===== config.mk =====
export PLATFORM = sky130hd
export DESIGN_NAME = seq_alu
export DESIGN_NICKNAME = d
export VERILOG_FILES = /design/src/rtl/seq_alu.sv
export SDC_FILE = /design/constraint.sdc
export NUM_CORES = 1
export LEC_CHECK = 0
export ABC_CLOCK_PERIOD_IN_PS = 3200
export CORE_ASPECT_RATIO = 0.75
export CORE_MARGIN = 2
export CORE_UTILIZATION = 30
export DETAILED_ROUTE_END_ITERATION = 8
export HOLD_SLACK_MARGIN = 0.1
export PLACE_DENSITY = 0.5
export SLEW_MARGIN = 20
export SYNTH_ARGS = -nofsm -noshare
export SYNTH_HDL_FRONTEND = slang
export SYNTH_SLANG_ARGS = --single-unit
export TNS_END_PERCENT = 50

===== constraint.sdc =====
create_clock -name clk -period 3.2 [get_ports clk]
set_input_delay 0.32 -clock clk [delete_from_list [all_inputs] [get_ports clk]]
set_output_delay 0.32 -clock clk [all_outputs]
set_load 0.03 [all_outputs]

===== src/rtl/seq_alu.sv =====
// Handshaked sequential ALU: single-edge ops plus an iterative shift-add multiply,
// with the result and {C,V,N,Z} flags held until the consumer takes them.
module seq_alu #(
    parameter int DATA_W    = 16,
    parameter int ALUCTRL_W = 4,
    parameter bit MUL_EN    = 1'b1
) (
    input  logic                 clk,
    input  logic                 rst_n,
    input  logic                 in_valid,
    output logic                 in_ready,
    input  logic [ALUCTRL_W-1:0] aluctrl,
    input  logic [DATA_W-1:0]    data1,
    input  logic [DATA_W-1:0]    data2,
    output logic                 out_valid,
    input  logic                 out_ready,
    output logic [DATA_W-1:0]    aluout,
    output logic [3:0]           flags
);

    localparam logic [1:0] ST_IDLE = 2'd0;
    localparam logic [1:0] ST_MUL  = 2'd1;
    localparam logic [1:0] ST_DONE = 2'd2;

    localparam logic [ALUCTRL_W-1:0] OP_ADD = ALUCTRL_W'(4'd1);
    localparam logic [ALUCTRL_W-1:0] OP_AND = ALUCTRL_W'(4'd2);
    localparam logic [ALUCTRL_W-1:0] OP_XOR = ALUCTRL_W'(4'd3);
    localparam logic [ALUCTRL_W-1:0] OP_OR  = ALUCTRL_W'(4'd4);
    localparam logic [ALUCTRL_W-1:0] OP_NOT = ALUCTRL_W'(4'd5);
    localparam logic [ALUCTRL_W-1:0] OP_SHL = ALUCTRL_W'(4'd6);
    localparam logic [ALUCTRL_W-1:0] OP_SHR = ALUCTRL_W'(4'd7);
    localparam logic [ALUCTRL_W-1:0] OP_SUB = ALUCTRL_W'(4'd8);
    localparam logic [ALUCTRL_W-1:0] OP_SRA = ALUCTRL_W'(4'd9);
    localparam logic [ALUCTRL_W-1:0] OP_MUL = ALUCTRL_W'(4'd10);
    localparam logic [ALUCTRL_W-1:0] OP_CMP = ALUCTRL_W'(4'd11);

    localparam int                CNT_W     = $clog2(DATA_W) + 1;
    localparam logic [CNT_W-1:0]  LAST_STEP = CNT_W'(DATA_W - 1);
    localparam logic [DATA_W-1:0] DW_V      = DATA_W'(DATA_W);

    logic [1:0]          state_r;
    logic [1:0]          state_next_s;
    logic                accept_s;
    logic                is_mul_s;
    logic [DATA_W-1:0]   aluout_r;
    logic [3:0]          flags_r;
    logic [DATA_W-1:0]   a_r;
    logic [2*DATA_W-1:0] prod_r;
    logic [CNT_W-1:0]    cnt_r;

    logic [DATA_W:0]     sum_s;
    logic [DATA_W:0]     diff_s;
    logic [DATA_W:0]     shl_s;
    logic [DATA_W:0]     shr_s;
    logic [DATA_W:0]     sra_s;
    logic [DATA_W-1:0]   res_s;
    logic [DATA_W-1:0]   nzv_s;
    logic                c_s;
    logic                v_s;
    logic [3:0]          flg_s;

    logic [DATA_W:0]     madd_s;
    logic [2*DATA_W:0]   pwide_s;
    logic [2*DATA_W-1:0] pnext_s;

    assign accept_s = in_valid && (state_r == ST_IDLE);
    assign is_mul_s = MUL_EN && (aluctrl == OP_MUL);
    assign aluout   = aluout_r;
    assign flags    = flags_r;

    // FSM state register
    always_ff @(posedge clk or negedge rst_n) begin
        if (!rst_n) begin
            state_r <= ST_IDLE;
        end else begin
            state_r <= state_next_s;
        end
    end

    // FSM next-state logic
    always_comb begin
        state_next_s = state_r;
        case (state_r)
            ST_IDLE: begin
                if (accept_s) begin
                    state_next_s = is_mul_s ? ST_MUL : ST_DONE;
                end else begin
                    state_next_s = ST_IDLE;
                end
            end
            ST_MUL: begin
                if (cnt_r == LAST_STEP) begin
                    state_next_s = ST_DONE;
                end else begin
                    state_next_s = ST_MUL;
                end
            end
            ST_DONE: begin
                if (out_ready) begin
                    state_next_s = ST_IDLE;
                end else begin
                    state_next_s = ST_DONE;
                end
            end
            default: state_next_s = ST_IDLE;
        endcase
    end

    // FSM handshake outputs
    always_comb begin
        in_ready  = 1'b0;
        out_valid = 1'b0;
        case (state_r)
            ST_IDLE: in_ready  = 1'b1;
            ST_DONE: out_valid = 1'b1;
            default: begin
                in_ready  = 1'b0;
                out_valid = 1'b0;
            end
        endcase
    end

    // Single-edge result and flags; carry of the wide shifts is the last bit shifted out
    always_comb begin
        sum_s  = {1'b0, data1} + {1'b0, data2};
        diff_s = {1'b0, data1} + {1'b0, ~data2} + {{DATA_W{1'b0}}, 1'b1};
        shl_s  = {1'b0, data1} << data2;
        shr_s  = {data1, 1'b0} >> data2;
        sra_s  = $signed({data1, 1'b0}) >>> data2;
        res_s  = data1;
        c_s    = 1'b0;
        v_s    = 1'b0;
        nzv_s  = {DATA_W{1'b0}};
        case (aluctrl)
            OP_ADD: begin
                res_s = sum_s[DATA_W-1:0];
                c_s   = sum_s[DATA_W];
                v_s   = (data1[DATA_W-1] == data2[DATA_W-1]) && (sum_s[DATA_W-1] != data1[DATA_W-1]);
            end
            OP_AND: res_s = data1 & data2;
            OP_XOR: res_s = data1 ^ data2;
            OP_OR:  res_s = data1 | data2;
            OP_NOT: res_s = ~data1;
            OP_SHL: begin
                res_s = shl_s[DATA_W-1:0];
                c_s   = shl_s[DATA_W];
            end
            OP_SHR: begin
                res_s = shr_s[DATA_W:1];
                c_s   = shr_s[0];
            end
            OP_SRA: begin
                res_s = sra_s[DATA_W:1];
                c_s   = (data2 > DW_V) ? 1'b0 : sra_s[0];
            end
            OP_SUB, OP_CMP: begin
                res_s = (aluctrl == OP_CMP) ? data1 : diff_s[DATA_W-1:0];
                c_s   = diff_s[DATA_W];
                v_s   = (data1[DATA_W-1] != data2[DATA_W-1]) && (diff_s[DATA_W-1] != data1[DATA_W-1]);
            end
            default: res_s = data1;
        endcase
        if (aluctrl == OP_CMP) begin
            nzv_s = diff_s[DATA_W-1:0];
        end else begin
            nzv_s = res_s;
        end
        flg_s = {c_s, v_s, nzv_s[DATA_W-1], (nzv_s == {DATA_W{1'b0}})};
    end

    // One shift-add multiply step: add A into the high half on multiplier LSB, shift right
    always_comb begin
        madd_s  = {1'b0, prod_r[2*DATA_W-1:DATA_W]} + (prod_r[0] ? {1'b0, a_r} : {(DATA_W+1){1'b0}});
        pwide_s = {madd_s, prod_r[DATA_W-1:0]};
        pnext_s = pwide_s[2*DATA_W:1];
    end

    // Datapath registers: operand latch, multiply accumulator, result and flags
    always_ff @(posedge clk or negedge rst_n) begin
        if (!rst_n) begin
            aluout_r <= {DATA_W{1'b0}};
            flags_r  <= 4'd0;
            a_r      <= {DATA_W{1'b0}};
            prod_r   <= {(2*DATA_W){1'b0}};
            cnt_r    <= {CNT_W{1'b0}};
        end else begin
            case (state_r)
                ST_IDLE: begin
                    if (accept_s && is_mul_s) begin
                        a_r    <= data1;
                        prod_r <= {{DATA_W{1'b0}}, data2};
                        cnt_r  <= {CNT_W{1'b0}};
                    end else if (accept_s) begin
                        aluout_r <= res_s;
                        flags_r  <= flg_s;
                    end else begin
                        aluout_r <= aluout_r;
                    end
                end
                ST_MUL: begin
                    prod_r <= pnext_s;
                    cnt_r  <= cnt_r + CNT_W'(1'b1);
                    if (cnt_r == LAST_STEP) begin
                        aluout_r <= pnext_s[DATA_W-1:0];
                        flags_r  <= {(pnext_s[2*DATA_W-1:DATA_W] != {DATA_W{1'b0}}), 1'b0,
                                     pnext_s[DATA_W-1], (pnext_s[DATA_W-1:0] == {DATA_W{1'b0}})};
                    end else begin
                        flags_r <= flags_r;
                    end
                end
                default: begin
                    aluout_r <= aluout_r;
                end
            endcase
        end
    end

endmodule


==> results.ini <==
[logic_synthesis]
unique_cell_type_count_in_the_yosys_netlist=87
yosys_warnings=0
ys_ff_latch=75
synth_area_per_cell_sq_um=7.52
synth_ff_type=dfrtp_1
ys_top_cells_by_area=dfrtp_1 (20%), ha_1 (8.9%), o21ai_0 (5.4%), nand2_1 (5.4%), a21oi_1 (4.4%)
mappedNetlistArea_sq_um=9310
syn-instance-count=1239
yosysTopAreaCellShare=0.202
synth_edf_count=0
synth_fp_nets=1348
ys_seq_area_frac=0.202
async_flop_share=1.00
synth_top_cell_by_area=dfrtp_1
yosysMostFrequentCell=nand2_1
synth.cells.most_frequent=nand2_1 (133), o21ai_0 (101), nor2_1 (95), a21oi_1 (82), dfrtp_1 (75)

[cells_and_area]
nNetsFinal=1784
syn2layout_area_growth_pct=60.9
share_of_cells_above_drive_strength_1=0.399

[worst_setup_path]
worst_r2r_path_depth=15
endpoint_kind=flip-flop
required_ns=3.44
timing.reg2reg.setup_slack_ns=0.07
worst_r2r_endpoint=flags[3]$_DFFE_PN0P_
crit_arrival_ns=3.47
launch_point_of_the_worst_reg_to_reg_path=prod_r[0]$_DFFE_PN0P_
crit_slowest_cell=clkdlybuf4s50_1
cp_slowest_stage_delay_ns=0.44
crit_type=in2reg
crit_fanout=16
timing.critical_path.cells=clkdlybuf4s50_1, buf_12, nor2b_1, buf_4, nand2_1, o221ai_1, a211oi_2, o211ai_1, or3_1, a2111oi_2, and4_1, a21oi_1, o41ai_2
worstSetupStartpointType=primary input

[place]
hpwl_mm=41.6
portBuffers=61
globalplace.congestion=1.04
dpl_worst_slack_ns=-1.56

[routing]
drc=0
final_routed_wirelength_mm=51.8
drt_iter0_drc=1361
viasPerCell=5.83
drt_pre_antenna_iters=5
route.vias.total=12100
antenna_violating_nets_post_route=0
avgRoutedWirePerCell_microns=24.9

[sta]
worst_pin_slew_ns=0.723
final_min_period_over_clock_period=1.01
max-slew-margin-rel=0.513
fmaxAchievable_mhz=310
totalNegativeSetupSlack_ns=-0.0282
final.min_clock_period_ns=3.23
final.setup_skew_ns=0.00885
setup_ws_ns=-0.0282
timing.final.hold_violations=0
finalSetupViolCount=1
grt_setup_unrepaired=true
drv_slew=0

[hold_path]
min_delay_worst_endpoint=a_r[14]$_DFFE_PN0P_
worstHoldPathType=reg2reg
worst_hold_path.num_cells=2
source_of_the_worst_hold_timing_path=a_r[14]$_DFFE_PN0P_

[grt]
globalRouteOverflowTotal=0
grt_usage=0.310
antenna_violations_before_repair=4
first_global_vias=11400
grt_first_pass_wirelength_mm=74.8
maximum_number_of_pins_on_one_net_before_global_route_repair=53

[power_and_ir_drop]
ir_drop_uv=355
static-leakage-power_nw=6.81
powerDensity_nw_per_um2=420

[cts]
insertion_delay_ns=0.35
clock-root-buffer=clkbuf_16
cts_made_buffers=9
ctsLongestPathBuffers=2
tritoncts_num_sinks=75
ctsHtreeMaxLevel=3
clk_transition_reported_paths_ns=0.07
tritoncts=built

[floorplanning]
io_pins=62
fp.dieArea_sq_um=32500
initial_core_utilization=0.307
rows=55
die_height_microns=157
core_area_sq_um=30300
die_w_microns=207

[job]
cap_violations=0

[run_status]
failed_checks=negative setup slack
status=finished with violations

==> power by group <==
group | internal [W] | switching [W] | total (W)
Combinational | 0.00166 | 0.00200 | 0.00366
Clock | 0.000554 | 0.000456 | 0.00101
Sequential | 0.00131 | 0.000308 | 0.00162
Total | 0.00353 | 0.00276 | 0.00629
==> metrics by stage <==
| stage | power, W | utilization | instances | hold WS, ns | area [sq um] |
|---|---|---|---|---|---|
| 2_1_floorplan | 0.00319 | - | 1239 | 0.0244 | 9410 |
| 3_3_place_gp | 0.00473 | 0.437 | 2021 | 0.424 | 13300 |
| 3_5_place_dp | 0.00474 | 0.437 | 2021 | 0.419 | 13300 |
| 4_1_cts | 0.00598 | 0.469 | 2058 | 0.479 | 14200 |
| 5_1_grt | 0.00665 | 0.494 | 2079 | 0.499 | 15000 |
| 6_report | 0.00629 | 0.494 | 2081 | 0.477 | 15000 |
==> cell type report <==
| type | count | area [sq um] |
|---|---|---|
| antenna | 2 | 5.00 |
| tap | 399 | 499 |
| timing repair buffer | 519 | 4180 |
| inverter | 63 | 251 |
| clock buffer | 10 | 239 |
| multi-input combinational | 1007 | 7890 |
| sequential | 75 | 1880 |
| fill | 2950 | 15400 |
| clock inverter | 6 | 47.5 |
==> worst max-delay path by stage <==
stage | slack, ns | endpoint | start
2_1_floorplan | -0.03 | flags[0]$_DFFE_PN0P_ | data2[2]
3_3_place_gp | -1.59 | flags[0]$_DFFE_PN0P_ | data1[0]
3_5_place_dp | -1.56 | flags[0]$_DFFE_PN0P_ | data1[0]
4_1_cts | -0.05 | flags[0]$_DFFE_PN0P_ | data2[2]
5_1_grt | -0.09 | flags[3]$_DFFE_PN0P_ | prod_r[0]$_DFFE_PN0P_
6_report | -0.03 | flags[0]$_DFFE_PN0P_ | aluctrl[3]
==> what timing repair did <==
item / in CTS / in global routing
pin swaps: 33 / 71
gates resized for setup: 123 / 142
setup buffers: 20 / 22
hold buffers: 1 / 0
hold endpoints to repair: 50 / 0
endpoints found under the setup margin: 16 / 9
==> sequential cells by signal (all words and copies together), names as in the netlist <==
signal / cells
a_r: 16
state_r: 2
cnt_r: 5
flags: 4
aluout: 16
prod_r: 32
==> worst max-delay path, delay by kind of cell <==
kind | cells | cell delay [ns]
compound gates | 6 | 1.27
buf+inv | 3 | 0.76
simple gates | 4 | 1.10
==> cell usage in the layout (no fill, tap or decap), types with 9 or more instances in the layout <==
cell type and instances:
inv_1 49, buf_6 18, clkbuf_16 9, nor2b_1 10
nand2_1 132, o211ai_1 20, clkdlybuf4s50_1 30, mux2_2 14
a22oi_1 17, nand4_1 11, o22ai_1 19, mux2i_1 33
o21ai_0 89, nor2_1 90, dfrtp_1 74, nand2b_1 15
dlymetal6s2s_1 11, and2_1 19, ha_4 17, ha_1 45
a21oi_1 69, a21oi_2 11, o21ai_1 12, mux4_2 9
a221o_1 9, nor3_1 20, nand3_1 40, xnor2_1 21
a211oi_2 10, a31oi_1 12, a21o_1 12, buf_4 432
==> kinds of logic (layout without fill, tap and decap cells) <==
group,count (synthesis),in the layout,synth area share
AO/OA/AOI/OAI,420,420,0.301
XOR/XNOR,32,32,0.0301
adder cells (fa/ha/maj),70,70,0.0962
buffers and inverters,157,598,0.0654
flip-flops,75,75,0.202
multiplexers,64,64,0.0836
other,0,2,0
AND/OR/NAND/NOR,421,421,0.222
==> routing by layer <==
metal  up-vias  track usage  share of wire
met5         -            0        0.00019
met4         2       0.0789          0.022
met3        76        0.124           0.13
met2       653        0.413           0.38
li1       5511            -              -
met1      5884        0.454           0.47
Note: power is estimated with default switching activity, not from simulation.
